### src/rtl/regfile_init_if.sv
// rtl/regfile_init_if.sv - register file write/read/status bundle
//
// Purpose: groups the write-back write port, the two decode read ports and
// the stall/init status of the register file into one interface.
//
// Signals:
//   we_i, waddr_i, wdata_i    write port (write-back stage)
//   re1_i, raddr1_i, rdata1_o read port 1 (rdata combinational)
//   re2_i, raddr2_i, rdata2_o read port 2 (rdata combinational)
//   stall_req_o               high while the init sweep is running
//   init_done_o               registered, high once the file is usable
//
// Modports:
//   master - pipeline side (drives write/read requests)
//   slave  - register file side
interface regfile_init_if #(
  parameter int DATA_W = 32,
  parameter int ADDR_W = 5
);
  logic              we_i;
  logic [ADDR_W-1:0] waddr_i;
  logic [DATA_W-1:0] wdata_i;
  logic              re1_i;
  logic [ADDR_W-1:0] raddr1_i;
  logic [DATA_W-1:0] rdata1_o;
  logic              re2_i;
  logic [ADDR_W-1:0] raddr2_i;
  logic [DATA_W-1:0] rdata2_o;
  logic              stall_req_o;
  logic              init_done_o;

  modport master (
    output we_i, waddr_i, wdata_i,
    output re1_i, raddr1_i, re2_i, raddr2_i,
    input  rdata1_o, rdata2_o, stall_req_o, init_done_o
  );

  modport slave (
    input  we_i, waddr_i, wdata_i,
    input  re1_i, raddr1_i, re2_i, raddr2_i,
    output rdata1_o, rdata2_o, stall_req_o, init_done_o
  );
endinterface

### src/rtl/regfile_init.sv
// rtl/regfile_init.sv - 2-read/1-write register file with post-reset clear sweep
//
// Purpose: general-purpose register file with a hard-wired zero register.
// The storage array has no reset so it can map onto distributed RAM; after
// every reset an INIT sweep writes zero to registers 1..NUM_REGS-1, one per
// clock, while stall_req_o holds the pipeline. Reads are combinational.
//
// Optional feature: macro REGFILE_BYPASS_EN enables write-to-read forwarding
// (a read of the register being written this cycle returns wdata_i).
//
// Ports:
//   clk  - core clock, rising edge
//   rst  - asynchronous active-low reset (0 = in reset)
//   bus  - regfile_init_if.slave: write port, two read ports, stall/init status
module regfile_init #(
  parameter int DATA_W = 32,
  parameter int ADDR_W = 5
) (
  input  logic           clk,
  input  logic           rst,
  regfile_init_if.slave  bus
);

  localparam int NUM_REGS = 1 << ADDR_W;
  localparam logic [ADDR_W-1:0] LAST_REG = ADDR_W'(NUM_REGS - 1);

  typedef enum logic {
    INIT = 1'b0,
    RUN  = 1'b1
  } state_t;

  state_t            state;
  logic [ADDR_W-1:0] ptr;
  logic              init_done;

  logic [DATA_W-1:0] mem [0:NUM_REGS-1];

  logic              wr_ok;
  logic              hit1;
  logic              hit2;
  logic [DATA_W-1:0] rdata1;
  logic [DATA_W-1:0] rdata2;

  // Sweep controller. The pointer starts at 1 because register 0 is never
  // stored; the sweep ends on the edge that clears the last register, so the
  // pointer never wraps while in INIT.
  always_ff @(posedge clk or negedge rst) begin
    if (!rst) begin
      state     <= INIT;
      ptr       <= ADDR_W'(1);
      init_done <= 1'b0;
    end else begin
      case (state)
        INIT: begin
          ptr <= ptr + ADDR_W'(1);
          if (ptr == LAST_REG) begin
            state     <= RUN;
            init_done <= 1'b1;
          end
        end
        RUN: begin
          state     <= RUN;
          init_done <= 1'b1;
        end
        default: begin
          state     <= INIT;
          ptr       <= ADDR_W'(1);
          init_done <= 1'b0;
        end
      endcase
    end
  end

  // Write-back writes only count in RUN and never touch register 0.
  assign wr_ok = (state == RUN) && bus.we_i && (bus.waddr_i != '0);

  // Storage array: deliberately unreset. Writes are suppressed while rst is
  // held low so the sweep starts cleanly on the first edge after release.
  always_ff @(posedge clk) begin
    if (rst) begin
      if (state == INIT) begin
        mem[ptr] <= '0;
      end else if (wr_ok) begin
        mem[bus.waddr_i] <= bus.wdata_i;
      end
    end
  end

`ifdef REGFILE_BYPASS_EN
  assign hit1 = wr_ok && (bus.raddr1_i == bus.waddr_i);
  assign hit2 = wr_ok && (bus.raddr2_i == bus.waddr_i);
`else
  assign hit1 = 1'b0;
  assign hit2 = 1'b0;
`endif

  // Read ports: disabled port, zero register and INIT all return 0; a
  // bypass hit (when enabled) overrides the stale array value.
  always_comb begin
    rdata1 = '0;
    if ((state == RUN) && bus.re1_i && (bus.raddr1_i != '0)) begin
      if (hit1) begin
        rdata1 = bus.wdata_i;
      end else begin
        rdata1 = mem[bus.raddr1_i];
      end
    end
  end

  always_comb begin
    rdata2 = '0;
    if ((state == RUN) && bus.re2_i && (bus.raddr2_i != '0)) begin
      if (hit2) begin
        rdata2 = bus.wdata_i;
      end else begin
        rdata2 = mem[bus.raddr2_i];
      end
    end
  end

  assign bus.rdata1_o    = rdata1;
  assign bus.rdata2_o    = rdata2;
  assign bus.init_done_o = init_done;
  assign bus.stall_req_o = (state != RUN);

endmodule

### src/flat_wrapper.sv
// flat-port wrapper written by rule: the top's interface ports become plain ports
module regfile_init_flat 
#(
  parameter int DATA_W = 32,
  parameter int ADDR_W = 5
)
  (clk, rst, bus_we_i, bus_waddr_i, bus_wdata_i, bus_re1_i, bus_raddr1_i, bus_re2_i, bus_raddr2_i, bus_rdata1_o, bus_rdata2_o, bus_stall_req_o, bus_init_done_o);
  regfile_init_if #(.DATA_W(DATA_W), .ADDR_W(ADDR_W)) bus_i ();
  input  logic clk;
  input  logic rst;
  input wire logic [$bits(bus_i.we_i)-1:0] bus_we_i;
  input wire logic [$bits(bus_i.waddr_i)-1:0] bus_waddr_i;
  input wire logic [$bits(bus_i.wdata_i)-1:0] bus_wdata_i;
  input wire logic [$bits(bus_i.re1_i)-1:0] bus_re1_i;
  input wire logic [$bits(bus_i.raddr1_i)-1:0] bus_raddr1_i;
  input wire logic [$bits(bus_i.re2_i)-1:0] bus_re2_i;
  input wire logic [$bits(bus_i.raddr2_i)-1:0] bus_raddr2_i;
  output wire logic [$bits(bus_i.rdata1_o)-1:0] bus_rdata1_o;
  output wire logic [$bits(bus_i.rdata2_o)-1:0] bus_rdata2_o;
  output wire logic [$bits(bus_i.stall_req_o)-1:0] bus_stall_req_o;
  output wire logic [$bits(bus_i.init_done_o)-1:0] bus_init_done_o;
  assign bus_i.we_i = bus_we_i;
  assign bus_i.waddr_i = bus_waddr_i;
  assign bus_i.wdata_i = bus_wdata_i;
  assign bus_i.re1_i = bus_re1_i;
  assign bus_i.raddr1_i = bus_raddr1_i;
  assign bus_i.re2_i = bus_re2_i;
  assign bus_i.raddr2_i = bus_raddr2_i;
  assign bus_rdata1_o = bus_i.rdata1_o;
  assign bus_rdata2_o = bus_i.rdata2_o;
  assign bus_stall_req_o = bus_i.stall_req_o;
  assign bus_init_done_o = bus_i.init_done_o;
  regfile_init #(.DATA_W(DATA_W), .ADDR_W(ADDR_W)) u_core (.clk(clk), .rst(rst), .bus(bus_i));
endmodule
### config.mk
export PLATFORM = sky130hd
export DESIGN_NAME = regfile_init_flat
export DESIGN_NICKNAME = d
export VERILOG_FILES = /design/src/rtl/regfile_init_if.sv /design/src/rtl/regfile_init.sv /design/src/flat_wrapper.sv
export SDC_FILE = /design/constraint.sdc
export NUM_CORES = 1
export LEC_CHECK = 0
export CORE_ASPECT_RATIO = 1.1
export CORE_MARGIN = 4
export CORE_UTILIZATION = 41
export DETAILED_ROUTE_END_ITERATION = 16
export PLACE_DENSITY = 0.66
export SLEW_MARGIN = 20
export SYNTH_ARGS = -nofsm -noshare
export SYNTH_HDL_FRONTEND = slang
export SYNTH_SLANG_ARGS = --single-unit
### constraint.sdc
create_clock -name clk -period 4.75 [get_ports clk]
set_input_delay 0.7125 -clock clk [delete_from_list [all_inputs] [get_ports clk]]
set_output_delay 0.7125 -clock clk [all_outputs]
set_load 0.005 [all_outputs]
# Word-level counts from Yosys, hierarchy flattened
# Memory sizes are Yosys's and may differ from the RTL's.
# Cells that the tools add are included.
dict set report totals {
  ramBits 1024
  reg_bits 7
  elab_cells 34
  out_inout_bits 66
  mem_count 1
}
dict set report classes {
  mux 16
  n_addsub 1
  eq_ne 2
  bitwise_logic 1
  n_reduce_logical 10
}
# memory depth width rd rd_ports_with_merged_regs wr line_no
set mem_list {}
lappend mem_list {u_core.mem 32 32 2 0 1 regfile_init.sv:36} ;# logic [DATA_W-1:0] mem [0:NUM_REGS-1];
# cell n
set op_table {}
lappend op_table {{$mux W32} 3}
lappend op_table {{$reduce_or A32 Y1} 1}
lappend op_table {{$reduce_bool A5 Y1} 3}
lappend op_table {{$mux W1} 10}
lappend op_table {{$logic_and A1 B1 Y1} 6}
lappend op_table {{$add A5 B1 Y5 const B} 1}
lappend op_table {{$eq A5 B5 Y1 const B} 1}
lappend op_table {{$mux W5} 1}
lappend op_table {{$pmux W1 S2} 2}
lappend op_table {{$ne A2 B1 Y1 const B} 1}
lappend op_table {{$not A1 Y1} 1}

# Longest topological paths before layout
dict set report logic_depth {
  ltp_word 8
  ltp_mapped 9
  depth_no_buf 4
}

# Least setup slack after synthesis
# No wires, ideal clock.
dict set report synth_path {
  path_type {input port to flip-flop}
  startpoint {input bus_waddr_i[4]}
  endpoint {memory u_core.mem[13][0], enable pin}
  t_arrival_ns 4.099
  n_path_buf 1
  t_required_ns 4.289
  path_slack_ns 0.190
  stages 5
  path_cell_list {clkbuf_1 -> nor3_1 -> a21oi_1 -> mux2_2 -> nor3_1}
}
dict set report synth_between {
  elab_chain_cells 8
  elab_cells_between_ends 9
  cone_classes {mux (6); reduce/logical (3)}
}
# element line_no
set synth_lines {}
lappend synth_lines {{start: declaration} flat_wrapper.sv:12} ;# input wire logic [$bits(bus_i.waddr_i)-1:0] bus_waddr_i;
lappend synth_lines {{$reduce_bool A5 Y1} regfile_init.sv:75} ;# assign wr_ok = (state == RUN) && bus.we_i && (bus.waddr_i != '0);
lappend synth_lines {{$logic_and A1 B1 Y1} regfile_init.sv:75}
lappend synth_lines {{$mux W1} regfile_init.sv:83} ;# end else if (wr_ok) begin
lappend synth_lines {{$mux W1} regfile_init.sv:81} ;# if (state == INIT) begin
lappend synth_lines {{$mux W1} regfile_init.sv:80} ;# if (rst) begin
lappend synth_lines {{$mux W1 (not written as such)} regfile_init.sv:84} ;# mem[bus.waddr_i] <= bus.wdata_i;
lappend synth_lines {{$reduce_or A32 Y1 (no line)} -}
lappend synth_lines {{$mux W5 (no line) / $mux W1 (equally long branches)} -}
lappend synth_lines {{end: declaration} regfile_init.sv:36}
# Several ways; a longest one is shown, not always the timed one.

# Worst setup path in the final report
dict set report layout_path {
  startpoint {register u_core.state}
  endpoint {output bus_rdata1_o[11]}
}
dict set report layout_between {
  elab_chain_cells 3
}
# element line_no
set layout_lines {}
lappend layout_lines {{start: declaration} regfile_init.sv:32} ;# state_t state;
lappend layout_lines {{start signal: assignment} regfile_init.sv:49} ;# state <= INIT;
lappend layout_lines {{start signal: assignment} regfile_init.sv:57} ;# state <= RUN;
lappend layout_lines {{start signal: assignment} regfile_init.sv:62} ;# state <= RUN;
lappend layout_lines {{$logic_and A1 B1 Y1 (2 in a row)} regfile_init.sv:101} ;# if ((state == RUN) && bus.re1_i && (bus.raddr1_i != '0)) begin
lappend layout_lines {{$mux W32} regfile_init.sv:101}
lappend layout_lines {{end: declaration} flat_wrapper.sv:18} ;# output wire logic [$bits(bus_i.rdata1_o)-1:0] bus_rdata1_o;
# No other way between the ends.

==> impl_metrics.py <==
metrics = {
    "critical_path": {
        "reg2reg_depth": 4,
        "r2r-start": "u_core.state",
        "r2r-end": "u_core.mem[30][2]",
        "path_max_fanout": 22,
        "crit_path_cell_trace": "buf_4, and3_2, buf_12, nand2_1, a32oi_1, clkdlybuf4s50_1",
        "r2r_slack_ns": 1.37,
        "crit_required_ns": 4.04,
        "slowest_delay_ns": 0.66,
        "end_kind": "output pin",
        "start_kind": "flip-flop",
        "cp_data_arrival_time_ns": 3.76,
        "cp_slowest_cell": "dfrtp_2",
        "path_class": "reg -> out",
    },
    "clock_tree": {
        "cts_root_buf": "clkbuf_16",
        "cts_buffer_depth": 3,
        "clock_latency_ns": 0.71,
        "cts_sinks": 1031,
        "h-tree-depth": 3,
        "cts.clk_slew.worst_paths_ns": 0.06,
        "ctsHoldBuffers": 0,
        "post_cts_resized": 1,
        "post_cts_buffers": 0,
        "tritoncts": "yes",
        "cts_inserted_buffers": 100,
    },
    "floorplanning": {
        "die_h_um": 369,
        "num_rows": 132,
        "ioPinCount": 118,
        "dieArea_um2": 124000,
        "die_x_um": 336,
        "start_util_pct": 41.3,
        "core-area_um2": 118000,
    },
    "synthesis": {
        "yosys_warnings": 0,
        "ys_types": 50,
        "synth_fp_nets": 2602,
        "synthFlopType": "edfxtp_1",
        "synthCells": 2548,
        "ys_top_cells_by_count": "edfxtp_1, mux4_2, mux2i_1",
        "synth_most_common_cell": "edfxtp_1",
        "netlist_area_um2": 48500,
        "ys_seq_area_share_pct": 63.7,
        "ys_async_sr_fraction_pct": 0.679,
        "yosys_register_bits": 1031,
        "avgSynthCellArea_um2": 19.0,
        "ys_top_cells_by_area": "edfxtp_1, mux4_2, mux2i_1",
        "yosysTopAreaCell": "edfxtp_1",
        "netlist.area_leader.share_pct": 63.4,
        "synth-edff-count": 1024,
    },
    "timing": {
        "fmax_mhz": 224,
        "fin_crit_ns": 4.47,
        "finalCritPeriodShare_pct": 94.2,
        "setup_viol": 0,
        "finClkSkew_ns": 0.0219,
        "worst_pin_slew_ns": 1.23,
        "slew_viol_final": 0,
        "slew-limit-headroom_pct": 17.6,
        "rsz0062_at_grt": "no",
        "finalSetupTns_ns": 0,
        "hold_viol_final": 0,
    },
    "layout": {
        "drive_gt1_share_pct": 28.1,
        "fin_cells": 4297,
        "fill_cells": 9634,
        "nets": 2733,
        "syn_to_final_growth_pct": 14.5,
    },
    "grt": {
        "grt_usage_pct": 24.1,
        "grt_pass1_wl_mm": 213,
        "first_global_vias": 29200,
        "grt_max_degree": 99,
        "antenna_found_initial": 1,
        "overflow": 0,
    },
    "route": {
        "routed_wl_mm": 151,
        "route.detailed.drc": 0,
        "via_per_inst": 6.68,
        "detail-route-antenna-nets": 0,
        "drt_iter0_drc": 3985,
        "vias": 28700,
        "post_drt_wl_per_cell_um": 35.1,
        "first_pass_iters": 7,
    },
    "place": {
        "gp_congestion": 0.821,
        "placed_cells": 4117,
        "io_buffers": 117,
        "dp_hpwl_mm": 89.3,
    },
    "min_path": {
        "hold_class": "in -> async",
    },
    "pwr": {
        "peakVddDrop_v": 0.000283,
        "powerDensity_nw_per_um2": 351,
        "leakagePower_nw": 19.9,
    },
    "job": {
        "drv_cap": 0,
    },
    "status": {
        "status": "completed",
    },
}
==> flip-flops by register name (all words and copies together), names as in the netlist <==
signal and count:
u_core.mem 1024, u_core.ptr 5, u_core.bus.init_done_o 1, u_core.state 1
==> critical path: cells and delay by family (launching register included) <==
kind | cells | cell delay [ns]
AOI/OAI and AO/OA | 1 | 0.62
buffers and inverters | 3 | 1.16
DFF | 1 | 0.66
and+or+nand+nor | 2 | 0.57
==> how the worst max path moves through the flow <==
| stage | from | endpoint | cells past startpoint |
|---|---|---|---|
| 6_report | u_core.state | bus_rdata1_o[11] | 6 |
| 3_5_place_dp | bus_re2_i | bus_rdata2_o[13] | 7 |
| 3_3_place_gp | bus_re1_i | bus_rdata1_o[4] | 5 |
| 2_1_floorplan | bus_waddr_i[4] | u_core.mem[13][0] | 5 |
| 5_1_grt | u_core.state | bus_rdata1_o[11] | 6 |
| 4_1_cts | u_core.state | bus_rdata2_o[13] | 6 |
==> report_power, final <==
group | switching, mW | leakage [nW] | internal [mW]
Clock | 3.46 | 1.61 | 4.70
Combinational | 0.830 | 7.03 | 0.545
Sequential | 0.00140 | 11.3 | 9.97
Total | 4.29 | 19.9 | 15.2
==> through the flow <==
step           instance area, um2  hold WS [ns]  total power, mW  setup slack, ns  utilization (%)
5_1_grt                     55600         0.311             20.0            0.235             47.2
3_3_place_gp                52200         0.454             11.5            0.483             44.4
3_5_place_dp                52200         0.473             11.5            0.493             44.4
4_1_cts                     55500         0.262             19.6            0.267             47.2
2_1_floorplan               48500         0.417             11.0            0.190                -
6_report                    55600         0.311             19.5            0.278             47.3
==> logic make-up (layout without fill, tap and decap cells) <==
| family | count (synthesis) | after routing | share of synthesized area [%] |
|---|---|---|---|
| flops | 1031 | 1031 | 63.7 |
| mux | 803 | 803 | 27.3 |
| compound gates | 285 | 285 | 4.43 |
| buf+inv | 219 | 425 | 2.25 |
| simple gates | 205 | 205 | 2.17 |
| xor+xnor | 3 | 3 | 0.0542 |
| fa+ha+maj | 2 | 2 | 0.0516 |
| other cells | 0 | 2 | 0 |
==> per-layer routing <==
layer	vias up	wire length [um]	GRT usage, %
met2	1876	74500	40.1
met1	15200	55700	31.1
met5	-	0	0
li1	11200	-	-
met4	0	6820	10.6
met3	370	13900	4.40
==> final cells by class <==
class / instances / area [um2] / share of cell area (%)
sequential: 1031 / 30900 / 55.7
multi-input combinational: 1298 / 16800 / 30.2
clock inverter: 58 / 663 / 1.19
timing repair buffer: 242 / 2560 / 4.61
antenna: 2 / 5.00 / 0.00901
inverter: 6 / 22.5 / 0.0405
tap: 1541 / 1930 / 3.47
clock buffer: 119 / 2660 / 4.78
==> cell usage in the layout (no fill, tap or decap), types with 16 or more instances in the layout <==
master and count:
edfxtp_1 1024, mux4_2 383, mux2i_1 346, clkdlybuf4s50_1 109
clkbuf_16 104, buf_4 91, a22oi_1 77, mux2_2 52
nand2_1 38, nand3_1 38, buf_12 34, o21ai_0 33
o22a_1 32, o221ai_1 32, a32oi_1 32, a221oi_1 31
and2_1 23, nor2_4 22, mux4_1 22, a31oi_1 19
a21oi_1 18, nand2b_1 17, clkinv_2 16
(Power assumes the default switching activity.)
